### src/rtl/instr_encode_loader.sv
// MIPS-style instruction encoder feeding a 4-deep word FIFO, drained by a
// write FSM into instruction memory at consecutive word addresses.
module instr_encode_loader (
    input  logic        clk_i,
    input  logic        rst_n,
    input  logic        req_valid_i,
    output logic        req_ready_o,
    input  logic [3:0]  req_op_i,
    input  logic [4:0]  req_rs_i,
    input  logic [4:0]  req_rt_i,
    input  logic [4:0]  req_rd_i,
    input  logic [4:0]  req_shamt_i,
    input  logic [5:0]  req_funct_i,
    input  logic [15:0] req_imm_i,
    input  logic [25:0] req_target_i,
    input  logic        load_start_i,
    input  logic [31:0] start_addr_i,
    output logic        mem_we_o,
    output logic [31:0] mem_addr_o,
    output logic [31:0] mem_wdata_o,
    input  logic        mem_ack_i,
    output logic        busy_o,
    output logic [7:0]  count_o,
    output logic        err_o
);

    typedef enum logic [3:0] {
        OP_RTYPE = 4'd0,
        OP_ADDI  = 4'd1,
        OP_SLTIU = 4'd2,
        OP_BEQ   = 4'd3,
        OP_LUI   = 4'd4,
        OP_ORI   = 4'd5,
        OP_BNE   = 4'd6,
        OP_LW    = 4'd7,
        OP_SW    = 4'd8,
        OP_BLEZ  = 4'd9,
        OP_BGTZ  = 4'd10,
        OP_JRS   = 4'd11,
        OP_J     = 4'd12,
        OP_JAL   = 4'd13
    } op_e;

    typedef enum logic {
        ST_IDLE  = 1'b0,
        ST_WRITE = 1'b1
    } state_e;

    localparam logic [5:0] OPC_SPECIAL = 6'b000000;
    localparam logic [5:0] OPC_ADDI    = 6'b001000;
    localparam logic [5:0] OPC_SLTIU   = 6'b001011;
    localparam logic [5:0] OPC_BEQ     = 6'b000100;
    localparam logic [5:0] OPC_LUI     = 6'b001111;
    localparam logic [5:0] OPC_ORI     = 6'b001101;
    localparam logic [5:0] OPC_BNE     = 6'b000101;
    localparam logic [5:0] OPC_LW      = 6'b100011;
    localparam logic [5:0] OPC_SW      = 6'b101011;
    localparam logic [5:0] OPC_BLEZ    = 6'b000110;
    localparam logic [5:0] OPC_BGTZ    = 6'b000111;
    localparam logic [5:0] OPC_J       = 6'b000010;
    localparam logic [5:0] OPC_JAL     = 6'b000011;
    localparam logic [5:0] FUNCT_JR    = 6'b001000;

    state_e      r_state;
    state_e      w_state_next;
    logic [31:0] r_fifo [4];
    logic [1:0]  r_wr_ptr;
    logic [1:0]  r_rd_ptr;
    logic [2:0]  r_cnt;
    logic [31:0] r_addr;
    logic [7:0]  r_count;
    logic        r_err;

    logic [31:0] w_word;
    logic        w_illegal;
    logic        w_accept;
    logic        w_push;
    logic        w_pop;
    logic        w_load;
    logic [2:0]  w_cnt_next;

    always_comb begin
        w_word    = '0;
        w_illegal = 1'b0;
        case (req_op_i)
            OP_RTYPE: w_word = {OPC_SPECIAL, req_rs_i, req_rt_i, req_rd_i, req_shamt_i, req_funct_i};
            OP_ADDI:  w_word = {OPC_ADDI,  req_rs_i, req_rt_i, req_imm_i};
            OP_SLTIU: w_word = {OPC_SLTIU, req_rs_i, req_rt_i, req_imm_i};
            OP_BEQ:   w_word = {OPC_BEQ,   req_rs_i, req_rt_i, req_imm_i};
            OP_LUI:   w_word = {OPC_LUI,   5'd0,     req_rt_i, req_imm_i};
            OP_ORI:   w_word = {OPC_ORI,   req_rs_i, req_rt_i, req_imm_i};
            OP_BNE:   w_word = {OPC_BNE,   req_rs_i, req_rt_i, req_imm_i};
            OP_LW:    w_word = {OPC_LW,    req_rs_i, req_rt_i, req_imm_i};
            OP_SW:    w_word = {OPC_SW,    req_rs_i, req_rt_i, req_imm_i};
            OP_BLEZ:  w_word = {OPC_BLEZ,  req_rs_i, 5'd0,     req_imm_i};
            OP_BGTZ:  w_word = {OPC_BGTZ,  req_rs_i, 5'd0,     req_imm_i};
            OP_JRS:   w_word = {OPC_SPECIAL, req_rs_i, 15'd0, FUNCT_JR};
            OP_J:     w_word = {OPC_J,     req_target_i};
            OP_JAL:   w_word = {OPC_JAL,   req_target_i};
            default:  w_illegal = 1'b1;
        endcase
    end

    // Illegal ops are still handshaken so a bad request never stalls the producer.
    assign req_ready_o = rst_n && (r_cnt != 3'd4);
    assign w_accept    = req_valid_i && req_ready_o;
    assign w_push      = w_accept && !w_illegal;
    assign w_pop       = (r_state == ST_WRITE) && mem_ack_i;
    assign w_load      = load_start_i && (r_state == ST_IDLE) && (r_cnt == 3'd0);
    assign w_cnt_next  = r_cnt + {2'b00, w_push} - {2'b00, w_pop};

    always_comb begin
        w_state_next = r_state;
        mem_we_o     = 1'b0;
        mem_wdata_o  = '0;
        case (r_state)
            ST_IDLE: begin
                if (r_cnt != 3'd0) w_state_next = ST_WRITE;
            end
            ST_WRITE: begin
                mem_we_o    = 1'b1;
                mem_wdata_o = r_fifo[r_rd_ptr];
                if (mem_ack_i && (w_cnt_next == 3'd0)) w_state_next = ST_IDLE;
            end
            default: w_state_next = ST_IDLE;
        endcase
    end

    always_ff @(posedge clk_i) begin
        if (!rst_n) r_state <= ST_IDLE;
        else        r_state <= w_state_next;
    end

    always_ff @(posedge clk_i) begin
        if (!rst_n) begin
            r_wr_ptr <= '0;
            r_rd_ptr <= '0;
            r_cnt    <= '0;
            r_addr   <= '0;
            r_count  <= '0;
            r_err    <= 1'b0;
        end else begin
            r_err <= w_accept && w_illegal;
            r_cnt <= w_cnt_next;
            if (w_push) r_wr_ptr <= r_wr_ptr + 2'd1;
            if (w_pop)  r_rd_ptr <= r_rd_ptr + 2'd1;
            if (w_load) begin
                r_addr  <= start_addr_i;
                r_count <= '0;
            end else if (w_pop) begin
                r_addr <= r_addr + 32'd4;
                if (r_count != 8'hFF) r_count <= r_count + 8'd1;
            end
        end
    end

    // Storage needs no reset: contents are only visible through an occupied slot.
    always_ff @(posedge clk_i) begin
        if (w_push) r_fifo[r_wr_ptr] <= w_word;
    end

    assign mem_addr_o = r_addr;
    assign count_o    = r_count;
    assign err_o      = r_err;
    assign busy_o     = (r_state == ST_WRITE) || (r_cnt != 3'd0);

endmodule

### config.mk
export PLATFORM = sky130hd
export DESIGN_NAME = instr_encode_loader
export DESIGN_NICKNAME = d
export VERILOG_FILES = /design/src/rtl/instr_encode_loader.sv
export SDC_FILE = /design/constraint.sdc
export NUM_CORES = 1
export LEC_CHECK = 0
export CORE_ASPECT_RATIO = 0.5
export CORE_MARGIN = 2
export CORE_UTILIZATION = 55
export DETAILED_ROUTE_END_ITERATION = 7
export MAX_ROUTING_LAYER = met4
export PLACE_DENSITY = 0.9
export REMOVE_ABC_BUFFERS = 1
export SKIP_LAST_GASP = 1
export SLEW_MARGIN = 20
export SYNTH_ARGS = -nofsm -noshare
export SYNTH_HDL_FRONTEND = slang
export SYNTH_SLANG_ARGS = --single-unit
### constraint.sdc
create_clock -name clk_i -period 4.3 [get_ports clk_i]
set_input_delay 0.86 -clock clk_i [delete_from_list [all_inputs] [get_ports clk_i]]
set_output_delay 0.86 -clock clk_i [all_outputs]
set_load 0.01 [all_outputs]
### After elaboration in Yosys (flattened, before gate mapping)

Memory sizes are Yosys's and may differ from the RTL's. A register that Yosys moved wholly into a read port is not among the register bits.
Index checks and enable logic that the tools add are counted.

* register bits: 49
* output and inout port bits: 76
* word-level logic and storage cells: 61
* input bits: 109
* bits in writable memories: 128
* memories kept: 1

Memory list
* r_fifo: words 4, bits a word 32, rd ports 1, clocked after Yosys merged registers in 1, wr ports 1, RTL line 66 `logic [31:0] r_fifo [4];`

* add/sub/neg operators: 6
* equal/unequal tests: 15
* reductions and logical operators: 17
* mux-type cells: 13
* bitwise operators: 2

Operators with widths (count)
* $pmux 32 s14: 1
* $mux 32: 3
* $add 32x3->32 const B: 1
* $eq 4x4->1 const B: 6
* $eq 4x3->1 const B: 4
* $reduce_or 14->1: 1
* $add 8x1->8 const B: 1
* $eq 4x2->1 const B: 2
* $logic_and 1x1->1: 8
* $ne 8x8->1 const B: 1
* $logic_not 3->1: 2
* $mux 1: 6
* $add 2x1->2 const B: 2
* $eq 4x1->1 const B: 1
* $logic_not 4->1: 1
* $mux 2: 2
* $add 3x1->3: 1
* $ne 3x3->1 const B: 1
* $reduce_bool 3->1: 1
* $sub 3x1->3: 1
* $not 1->1: 2
* $pmux 1 s2: 1
* $reduce_and 2->1: 1
* $reduce_bool 2->1: 1
* other kinds (2): 2

### Longest topological paths before layout

* depth after elaboration: 10
* gate-level depth with buffers: 12
* gate-level depth less buffers: 12

### Least setup slack after synthesis

No wires, ideal clock.

* kind: input to register
* start: input port req_op_i[3]
* end: register r_state
* path slack: 1.311 ns
* arrival: 2.857 ns
* buffers on the path: 1
* data required time: 4.168 ns
* library setup time: 0.132 ns
* stages on the path: 12
* cells stage by stage: buf_2 -> and2_4 -> a21oi_1 -> inv_1 -> ha_1 -> inv_1 -> ha_1 -> fa_1 -> xnor2_1 -> xnor2_1 -> nor4_1 -> nor3_1

* longest elaborated chain between the ends: 9
* elaborated cells between the ends (all ways): 22
* classes of those cells: 2 x add/sub; 13 x eq/ne; 2 x mux; 5 x reduce/logical

Ends and longest elaborated chain
* start, declared: RTL line 8 `input logic [3:0] req_op_i,`
* $eq 4x4->1 (tied with other cells): RTL line 85 `case (req_op_i)`
* $reduce_or 14->1 (no line) (*)
* $logic_and 1x1->1 (*): RTL line 107 `assign w_push = w_accept && !w_illegal;`
* $add 3x1->3 (*): RTL line 110 `assign w_cnt_next = r_cnt + {2'b00, w_push} - {2'b00, w_pop};`
* $sub 3x1->3 (*): RTL line 110
* $logic_not 3->1 (*): RTL line 123 `if (mem_ack_i && (w_cnt_next == 3'd0)) w_state_next = ST_IDLE;`
* $logic_and 1x1->1 (*): RTL line 123
* $mux 1 (*): RTL line 123
* $pmux 1 s2 (*): RTL line 116 `case (r_state)`
* end signal, assigned: RTL line 131 `else r_state <= w_state_next;`
* end, declared: RTL line 64 `state_e r_state;`

Mark *: on every way between the ends. The rest lies on a longest branch, timed or not.
A chain may end at the register's enable or synchronous reset.

==> out/metrics.csv <==
stage;metric;value;unit
yosys;mapped cell area;0.008149;sq mm
floorplanning;core area;0.01447;sq mm
cts;Post-CTS Setup Inserts;0;
yosys;syn_area_per_cell;13.08;sq um
floorplanning;row cnt;31;
setup_path;crit path max fanout;16;
hold_path;Hold Path Depth;2;
pwr;Pleak;3.624;nW
cts;post-cts repair resize count;0;
sta;Max Clk Rate;0.2879;GHz
routing;DR vias/cell;6.013;
floorplanning;Die Y;90.07;um
setup_path;critical path arrival;2.61;ns
pwr;Peak VDD IR;355.9;uV
routing;total number of vias;6085;
flow_run;max_cap viols;0;
yosys;Yosys top cell area share;0.4569;
cts;Reg clk slew, reported paths;0.07;ns
finish;Finished Cell Area;0.01072;sq mm
setup_path;Critical Path RT;3.44;ns
sta;worst-margin pin slew;0.9788;ns
cts;clock buffer depth;2;
finish;Antenna diodes;0;
pwr;sequential power share;0.419;
pwr;Tot Pwr;5.322;mW
global_routing;first-pass GRT wire length;32.11;mm
sta;relative slew slack;0.3475;
floorplanning;Die X-Extent;176.1;um
sta;Tcrit/Tclk final;0.8078;
setup_path;Top delay family on crit path;buffers and inverters;
cts;CTS H-tree lvls;4;
sta;clk_skew;0.01333;ns
yosys;most frequently used flop master after synthesis;edfxtp_1;
yosys;synthesized instance count;623;
pwr;Int Pwr;3.657;mW
yosys;fraction of registers with async set/reset;0;
global_routing;gr usage total;0.2676;
finish;share of layout cells above drive strength 1;0.1229;
sta;Final Hold Fails;0;
sta;Period minus WS final;3.473;ns
routing;drt drc;0;
placed_design;port buffer count;183;
setup_path;CP endpoint kind;output port;
yosys;post-synthesis sequential area ratio;0.5822;
cts;Skew-Pair Late Insertion Delay;0.42;ns
routing;TritonRoute pass-1 iters;8;
setup_path;Worst path slowest cell;dfxtp_2;
placed_design;gpl congestion;0.8899;
pwr;power per cell area;496.3;mW/mm^2
yosys;area leader, netlist;edfxtp_1;
yosys;Unique masters post-synth;64;
global_routing;vias in the first global route;6296;
routing;1st-iter DRT viols;541;
floorplanning;initial core utilization;0.5633;
hold_path;Hold Crit Class;register to register;
sta;Final TNS setup;0;ns
global_routing;GRT overflow;0;
cts;Hold Buf Count CTS;0;
routing;drt wl/cell;19.99;um
pwr;Comb pwr share;0.292;
sta;final setup vio count;0;
pwr;Switching Share;0.3128;
finish;final core utilization;0.7412;
setup_path;worst-path cell chain;buf_4 > mux4_2 > and2_1 > clkdlybuf4s50_1;
floorplanning;DIE AREA;0.01586;sq mm
global_routing;pin count of the biggest net entering global routing;57;
yosys;Yosys reg bits;175;
yosys;EDFF count, synth;124;
setup_path;R2R cell count;12;
placed_design;Post-DP Area;0.01013;sq mm
routing;detailed-route wire length;20.23;mm
setup_path;Setup Crit Path Kind;register to output port;
status;status;finished clean;
yosys;most frequent cell after synthesis;edfxtp_1;
cts;CTS buffer count;17;
placed_design;post-DP HPWL;13.38;mm
setup_path;Slowest Stage Delay on Critical Path;0.68;ns
routing;Routed Antenna Nets;0;
cts;clock root cell;clkbuf_16;
setup_path;Critical Path Source Type;register;
finish;area delta synth->final;31.60;%
cts;CTS tree;built;
finish;fin nets;920;
sta;Final Max Tran Viols;0;
floorplanning;IO Pins;185;
setup_path;Bufs and invs on worst path;2;
yosys;synth cell count leaders;edfxtp_1, dfxtp_1, and2_1;
sta;RSZ-0062 raised after global routing;false;
setup_path;CP Depth;4;
yosys;top post-synthesis cells by area;edfxtp_1, dfxtp_1, mux4_2;
pwr;Clk pwr share;0.288;
sta;Min Hold Slack;0.4645;ns
global_routing;initial antenna violation count;0;
yosys;yosys warns;0;
cts;# clock sinks;175;
pwr;Sw Pwr;1.665;mW
[power groups by stage]
stage / Sequential, mW / Combinational (mW) / Clock, mW
2_1_floorplan: 2.31 / 0.705 / 0
3_3_place_gp: 2.25 / 1.50 / 0
3_5_place_dp: 2.26 / 1.55 / 0
4_1_cts: 2.23 / 1.56 / 1.55
5_1_grt: 2.26 / 1.68 / 1.62
6_report: 2.23 / 1.56 / 1.53
[flip-flops by register name, summed over array words and instances, names as in the netlist, named ones only]
| name | count |
|---|---|
| r_fifo | 124 |
| mem_addr_o | 32 |
| err_o | 1 |
| count_o | 8 |
| r_state | 1 |
| r_rd_ptr | 2 |
| r_cnt | 3 |
| r_wr_ptr | 2 |
[routing by layer]
metal / vias to the layer above / global-route usage / share of wire
li1: 2791 / - / -
met3: 26 / 0.05922 / 0.068
met4: 0 / 0.08609 / 0.014
met5: - / - / 0
met1: 2987 / 0.3213 / 0.41
met2: 281 / 0.4533 / 0.51
[worst min-delay path: cells and delay by family, from the launching register on]
family	cells	cell delay (ns)
DFF	1	0.31
and+or+nand+nor	1	0.05
AOI/OAI and AO/OA	1	0.05
[worst paths after layout]
check,start,endpoint,slack [ns]
max,register,mem_wdata_o[20],0.83
min,mem_addr_o[0],mem_addr_o[0],0.46
max reg2reg,r_cnt[2],r_state,1.43
min reg2reg,mem_addr_o[0],mem_addr_o[0],0.46
[cells in the final DEF (no fill, tap or decap), drive strengths merged, types with 7 or more instances in the layout]
cell type	n
and4	12
clkdlybuf4s50	183
ha	8
mux4	31
dfxtp	51
clkbuf	17
o21ai	27
xor2	8
nor2	29
nor3	15
a21oi	19
a211oi	18
nand2	26
xnor2	15
edfxtp	124
and3	7
a222oi	15
nand3	21
nor4	9
inv	36
and2	44
nand4	17
buf	14
[through the flow]
step	instances	setup slack, ns
2_1_floorplan	586	1.207
3_3_place_gp	981	0.8067
6_report	1012	0.8266
3_5_place_dp	981	0.7205
4_1_cts	1012	0.7588
5_1_grt	1012	0.6455
[cell families (layout without fill, tap and decap cells)]
logic type / count (synthesis) / count (layout) / share of synthesized area
xor+xnor: 23 / 23 / 0.02472
buf+inv: 66 / 257 / 0.03838
flops: 175 / 175 / 0.5822
other cells: 1 / 1 / 0.0004602
fa+ha+maj: 9 / 9 / 0.01474
mux: 33 / 33 / 0.08813
compound gates: 123 / 123 / 0.1107
simple gates: 193 / 193 / 0.1406
[area by class of cell]
class | count | area (sq um)
clock buffers | 17 | 425.4
clock inverters | 14 | 165.2
fillers | 880 | 3744
inverters | 29 | 108.9
multi-input cells | 382 | 3094
flip-flops and latches | 175 | 4746
well taps | 198 | 247.7
repair buffers | 197 | 1937
(Power assumes the default switching activity.)
